`src/rtl/merlin_alu_arbiter_pkg.sv`:
```
// Shared types for merlin_alu_arbiter: result-slot state encoding and debug view.
// Round-robin arbitration is enabled by defining MERLIN_ALU_ARB_RR_EN.
package merlin_alu_arbiter_pkg;

    typedef enum logic {
        MERLIN_ALUARB_EMPTY = 1'b0,
        MERLIN_ALUARB_FULL  = 1'b1
    } arb_state_e;

    typedef struct packed {
        arb_state_e state;
        logic       owner;
    } arb_dbg_t;

    function automatic logic [1:0] onehot2(input logic idx);
        return idx ? 2'b10 : 2'b01;
    endfunction

endpackage

```
`src/rtl/merlin_arb2.sv`:
```
// Two-way request selector for the ALU arbiter.
// MERLIN_ALU_ARB_RR_EN defined: round-robin with a last-grant pointer; otherwise fixed priority to requester 0.
module merlin_arb2 (
    input  logic       clk_i,
    input  logic       resetb_i,
    input  logic [1:0] req_i,
    input  logic       advance_i,
    output logic [1:0] gnt_o
);

`ifdef MERLIN_ALU_ARB_RR_EN
    logic last_q;
    logic last_d;

    always_comb begin
        gnt_o  = req_i;
        last_d = last_q;
        // On contention, the requester that did not win last time goes next.
        if (req_i == 2'b11) begin
            gnt_o = last_q ? 2'b01 : 2'b10;
        end
        if (advance_i && (gnt_o != 2'b00)) begin
            last_d = gnt_o[1];
        end
    end

    always_ff @(posedge clk_i or negedge resetb_i) begin
        if (!resetb_i) begin
            last_q <= 1'b1;
        end else begin
            last_q <= last_d;
        end
    end
`else
    logic unused_rr;
    assign unused_rr = ^{clk_i, resetb_i, advance_i};
    assign gnt_o     = {req_i[1] & ~req_i[0], req_i[0]};
`endif

endmodule

```
`src/rtl/merlin_alu_arbiter.sv`:
```
// Shares one registered merlin_alu between the issue pipeline (0) and the aux/debug unit (1).
// Arbitration mode is selected by MERLIN_ALU_ARB_RR_EN (round-robin) vs fixed priority.
module merlin_alu_arbiter
    import merlin_alu_arbiter_pkg::*;
#(
    parameter int XLEN    = 32,
    parameter int ALUOP_W = 4
) (
    input  logic                 clk_i,
    input  logic                 resetb_i,
    input  logic                 clk_en_i,
    input  logic                 flush_i,
    input  logic [1:0]           req_valid_i,
    output logic [1:0]           req_ready_o,
    input  logic [2*XLEN-1:0]    req_op_left_i,
    input  logic [2*XLEN-1:0]    req_op_right_i,
    input  logic [2*XLEN-1:0]    req_cmp_left_i,
    input  logic [2*XLEN-1:0]    req_cmp_right_i,
    input  logic [2*ALUOP_W-1:0] req_opcode_i,
    input  logic [5:0]           req_cmp_opcode_i,
    output logic [1:0]           rsp_valid_o,
    input  logic [1:0]           rsp_ready_i,
    output logic [XLEN-1:0]      rsp_result_o,
    output logic                 rsp_cmp_o,
    output logic                 alu_clk_en_o,
    output logic [XLEN-1:0]      alu_op_left_o,
    output logic [XLEN-1:0]      alu_op_right_o,
    output logic [XLEN-1:0]      alu_cmp_left_o,
    output logic [XLEN-1:0]      alu_cmp_right_o,
    output logic [ALUOP_W-1:0]   alu_opcode_o,
    output logic [2:0]           alu_cmp_opcode_o,
    input  logic [XLEN-1:0]      alu_op_result_i,
    input  logic                 alu_cmp_result_i,
    output arb_dbg_t             dbg_state_o
);

    // Handshake: a request transfers when req_valid_i[n] & req_ready_o[n];
    // a result transfers when rsp_valid_o[n] & rsp_ready_i[n] with clk_en_i high and flush_i low.
    arb_state_e state_q, state_d;
    logic       owner_q, owner_d;
    logic [1:0] sel;
    logic       sel_idx;
    logic       can_issue;
    logic       issue;

    merlin_arb2 u_arb (
        .clk_i     (clk_i),
        .resetb_i  (resetb_i),
        .req_i     (req_valid_i),
        .advance_i (issue),
        .gnt_o     (sel)
    );

    assign sel_idx          = sel[1];
    assign alu_op_left_o    = sel_idx ? req_op_left_i[XLEN +: XLEN]   : req_op_left_i[0 +: XLEN];
    assign alu_op_right_o   = sel_idx ? req_op_right_i[XLEN +: XLEN]  : req_op_right_i[0 +: XLEN];
    assign alu_cmp_left_o   = sel_idx ? req_cmp_left_i[XLEN +: XLEN]  : req_cmp_left_i[0 +: XLEN];
    assign alu_cmp_right_o  = sel_idx ? req_cmp_right_i[XLEN +: XLEN] : req_cmp_right_i[0 +: XLEN];
    assign alu_opcode_o     = sel_idx ? req_opcode_i[ALUOP_W +: ALUOP_W] : req_opcode_i[0 +: ALUOP_W];
    assign alu_cmp_opcode_o = sel_idx ? req_cmp_opcode_i[5:3] : req_cmp_opcode_i[2:0];
    assign rsp_result_o     = alu_op_result_i;
    assign rsp_cmp_o        = alu_cmp_result_i;
    assign dbg_state_o      = '{state: state_q, owner: owner_q};

    always_comb begin
        // Grants are masked while reset is asserted so nothing issues before the slot is known empty.
        can_issue = resetb_i & clk_en_i & ~flush_i &
                    ((state_q == MERLIN_ALUARB_EMPTY) | rsp_ready_i[owner_q]);
        req_ready_o  = can_issue ? sel : 2'b00;
        issue        = |(req_valid_i & req_ready_o);
        alu_clk_en_o = issue;
        rsp_valid_o  = (state_q == MERLIN_ALUARB_FULL) ? onehot2(owner_q) : 2'b00;

        state_d = state_q;
        owner_d = owner_q;
        if (clk_en_i) begin
            if (issue) begin
                state_d = MERLIN_ALUARB_FULL;
                owner_d = sel_idx;
            end else if ((state_q == MERLIN_ALUARB_FULL) && (flush_i || rsp_ready_i[owner_q])) begin
                state_d = MERLIN_ALUARB_EMPTY;
            end
        end
    end

    always_ff @(posedge clk_i or negedge resetb_i) begin
        if (!resetb_i) begin
            state_q <= MERLIN_ALUARB_EMPTY;
            owner_q <= 1'b0;
        end else begin
            state_q <= state_d;
            owner_q <= owner_d;
        end
    end

endmodule

```
`config.mk`:
```
export PLATFORM = sky130hd
export DESIGN_NAME = merlin_alu_arbiter
export DESIGN_NICKNAME = d
export VERILOG_FILES = /design/src/rtl/merlin_alu_arbiter_pkg.sv /design/src/rtl/merlin_arb2.sv /design/src/rtl/merlin_alu_arbiter.sv
export SDC_FILE = /design/constraint.sdc
export NUM_CORES = 1
export LEC_CHECK = 0
export ABC_AREA = 1
export BUFFER_PORTS_ARGS = -buffer_cell sky130_fd_sc_hd__buf_4
export CORE_AREA = 2 2 189 191
export CTS_CLUSTER_DIAMETER = 200
export DETAILED_ROUTE_END_ITERATION = 7
export DIE_AREA = 0 0 191 193
export GPL_TIMING_DRIVEN = 1
export MAX_ROUTING_LAYER = met4
export SETUP_SLACK_MARGIN = 0.15
export SLEW_MARGIN = 20
export SYNTH_ARGS = -nofsm -noshare
export SYNTH_HDL_FRONTEND = slang
export SYNTH_SLANG_ARGS = --single-unit
```
`constraint.sdc`:
```
create_clock -name clk_i -period 1.5 [get_ports clk_i]
set_input_delay 0.3 -clock clk_i [delete_from_list [all_inputs] [get_ports clk_i]]
set_output_delay 0.3 -clock clk_i [all_outputs]
set_load 0.02 [all_outputs]
```
==> results by group <==
Run status
  – Status: finished with violations
  – Failing checks: negative setup slack

Setup path
  – Flop2flop setup slack: 0.33 ns
  – Critical Path Source Type: primary input
  – Data arrival, critical path: 1.30 ns
  – Max FO, Critical Path: 8
  – R2r endpoint: state_q
  – Critical path class: in2out
  – R2r worst-path depth: 5
  – Worst r2r src: owner_q
  – Worst setup EP type: primary output
  – WP data required: 1.20 ns

Layout
  – Non-filler cells, final: 1376
  – Core Util, Final: 22.9%
  – Fin area: 8020 sq um
  – Layout cells sized above 1: 74.0%
  – Area growth syn-to-layout: 283%
  – Fin nets: 1227

Hold path
  – Hold worst-path end: state_q
  – Hold Crit Start: clk_en_i
  – Min-delay worst type: in2reg
  – Hold Path Cell Cnt: 3

Die
  – Die width: 191 um
  – Core region area: 35000 sq um
  – Initial core utilization: 5.98%
  – Die area: 36900 sq um
  – I/O pin count: 486
  – Std cell rows: 69
  – Die height: 193 um

Global routing
  – Initial antenna violation count: 1
  – GRT Util Overall: 10.8%
  – Grt total ovfl: 0
  – First-pass GRT wire length: 28100 um
  – Largest net degree at the start of global routing: 32
  – Vias in the first global route: 4609

Logic synthesis
  – Post-synth net total: 805
  – Ys Warns: 0
  – Count of different cell masters after synthesis: 13
  – Sequential fraction of the synthesis area: 2.39%
  – Area contributors post-synth: nand2_1 74%, buf_4 14%, buf_2 3.3%
  – Yosys top cell by area: nand2_1
  – Mapped Avg Cell Area: 4.23 sq um
  – #FFs+latches synth: 2
  – Netlist Area Pre-Place: 2090 sq um
  – Syn Inst Count: 494
  – Yosys top cell area share: 73.9%

Clock network
  – Clk Latency, worst-skew pair: 0.22 ns
  – H-tree Lvls: 1
  – Inserted Clock Buffers: 3
  – Clock root cell: clkbuf_16
  – Num Clock Sinks: 2
  – CTS tree: yes
  – Max Root-Sink Buffers: 2
  – Worst-path clk slew: 0.03 ns

Power
  – Pwr Density: 431 nW/um^2
  – Overall power: 3.45 mW
  – Worst VDD drop: 0.295 mV
  – P_leak: 4.37 nW

Job
  – Max Cap Viol: 0

Placed design
  – Cell Area, Placed: 5570 sq um
  – RePlAce Congestion: 0.779
  – Detailed placement HPWL: 13200 um
  – Post-place setup slack: -0.183 ns
  – Placed insts: 1325
  – Port Buffers: 419

STA
  – Fin crit period: 1.60 ns
  – Setup ws final: -0.0956 ns
  – Slew @ Worst Pin: 0.338 ns
  – Slew Limit Fails: 0
  – Max Clk Rate: 627 MHz
  – Hold Vio Cnt, Final: 0
  – Worst clock skew: 0.000117 ns
  – Final setup violating endpoints: 112
  – WHS: 0.363 ns
  – Max-slew headroom: 77.4%
  – Tcrit/Tclk final: 106%
  – RSZ-0062 raised after global routing: yes
  – Setup TNS Final: -4.59 ns

Route
  – Via count: 4878
  – Total wire length: 23200 um
  – Drt wl/cell: 16.9 um
  – DRC: 0
  – Detailed-router iteration count before antenna repair: 4
  – DRT iter0 DRCs: 110
  – Vias per cell: 3.55
  – Detail Route Antenna Nets: 0
[worst max-delay path, cell delays in order]
cell	delay, ns
buf_8	0.11
inv_8	0.05
nand2_8	0.08
inv_16	0.07
buf_12	0.11
buf_12	0.14
clkbuf_16	0.18
nand2_2	0.07
nand2_2	0.07
buf_6	0.11
[sequential cells by signal, indices dropped and copies added, names as in the netlist]
signal	count
state_q	1
owner_q	1
[placed cells by master (no fill, tap or decap)]
cell type	n
buf_12	10
buf_16	27
buf_4	306
buf_6	125
buf_8	5
clkbuf_16	9
dfrtp_1	2
diode_2	1
dlygate4sd3_1	1
inv_1	3
inv_16	1
inv_2	2
inv_8	1
nand2_1	228
nand2_2	128
nand2_4	56
nand2_8	1
nand3_1	1
nand3_2	1
nand3_4	1
nor2_1	2
nor2_4	1
o211ai_1	1
or2_2	2
[layout make-up]
type | count | area [sq um]
multi-input cells | 422 | 2380
inverters | 7 | 50.0
fillers | 3763 | 26900
flip-flops and latches | 2 | 50.0
diodes | 1 | 2.50
well taps | 461 | 577
repair buffers | 480 | 4880
clock buffers | 3 | 75.1
[timing repair]
item / 4_1_cts / 5_1_grt
hold buffers: 1 / 0
resized for setup: 239 / 181
pin swaps: 15 / 49
hold endpoints to repair: 2 / 0
setup buffers: 14 / 3
cloned: 23 / 6
setup endpoints to repair: 138 / 140
[layer usage]
layer  part of all wire [%]  GRT usage, %  up-vias
li1                       -             -     2276
met1                     33          10.2     2227
met2                     56          21.3      348
met3                    9.2          2.86       27
met4                    2.3          3.10        0
met5                      0             -        -
[how the worst max path moves through the flow]
stage	from	end
floorplan	req_valid_i[0]	alu_cmp_left_o[27]
global placement	req_valid_i[0]	alu_opcode_o[2]
detailed placement	req_valid_i[0]	alu_opcode_o[2]
CTS	req_valid_i[0]	alu_op_right_o[2]
global route	req_valid_i[0]	alu_op_left_o[31]
finish	req_valid_i[0]	alu_op_left_o[31]
[kinds of logic after synthesis]
family | Yosys count | share of synthesized area (%)
DFF | 2 | 2.39
buffers and inverters | 70 | 20.9
AOI/OAI and AO/OA | 1 | 0.359
and+or+nand+nor | 421 | 76.3
[cell usage after synthesis]
cell type,count
nor2_1,3
or2_2,2
inv_2,2
buf_4,40
o211ai_1,1
dfrtp_1,2
nand2_1,412
buf_6,1
buf_2,14
nand3_1,3
nand2_4,1
clkbuf_1,8
inv_1,5
[where the power goes]
part / switching, mW / internal, mW / leakage (nW)
sequential: 0.0132 / 0.0649 / 0.0258
combinational: 1.40 / 1.58 / 4.30
clock: 0.0594 / 0.339 / 0.0370
Power figures use the tool's default switching activity.
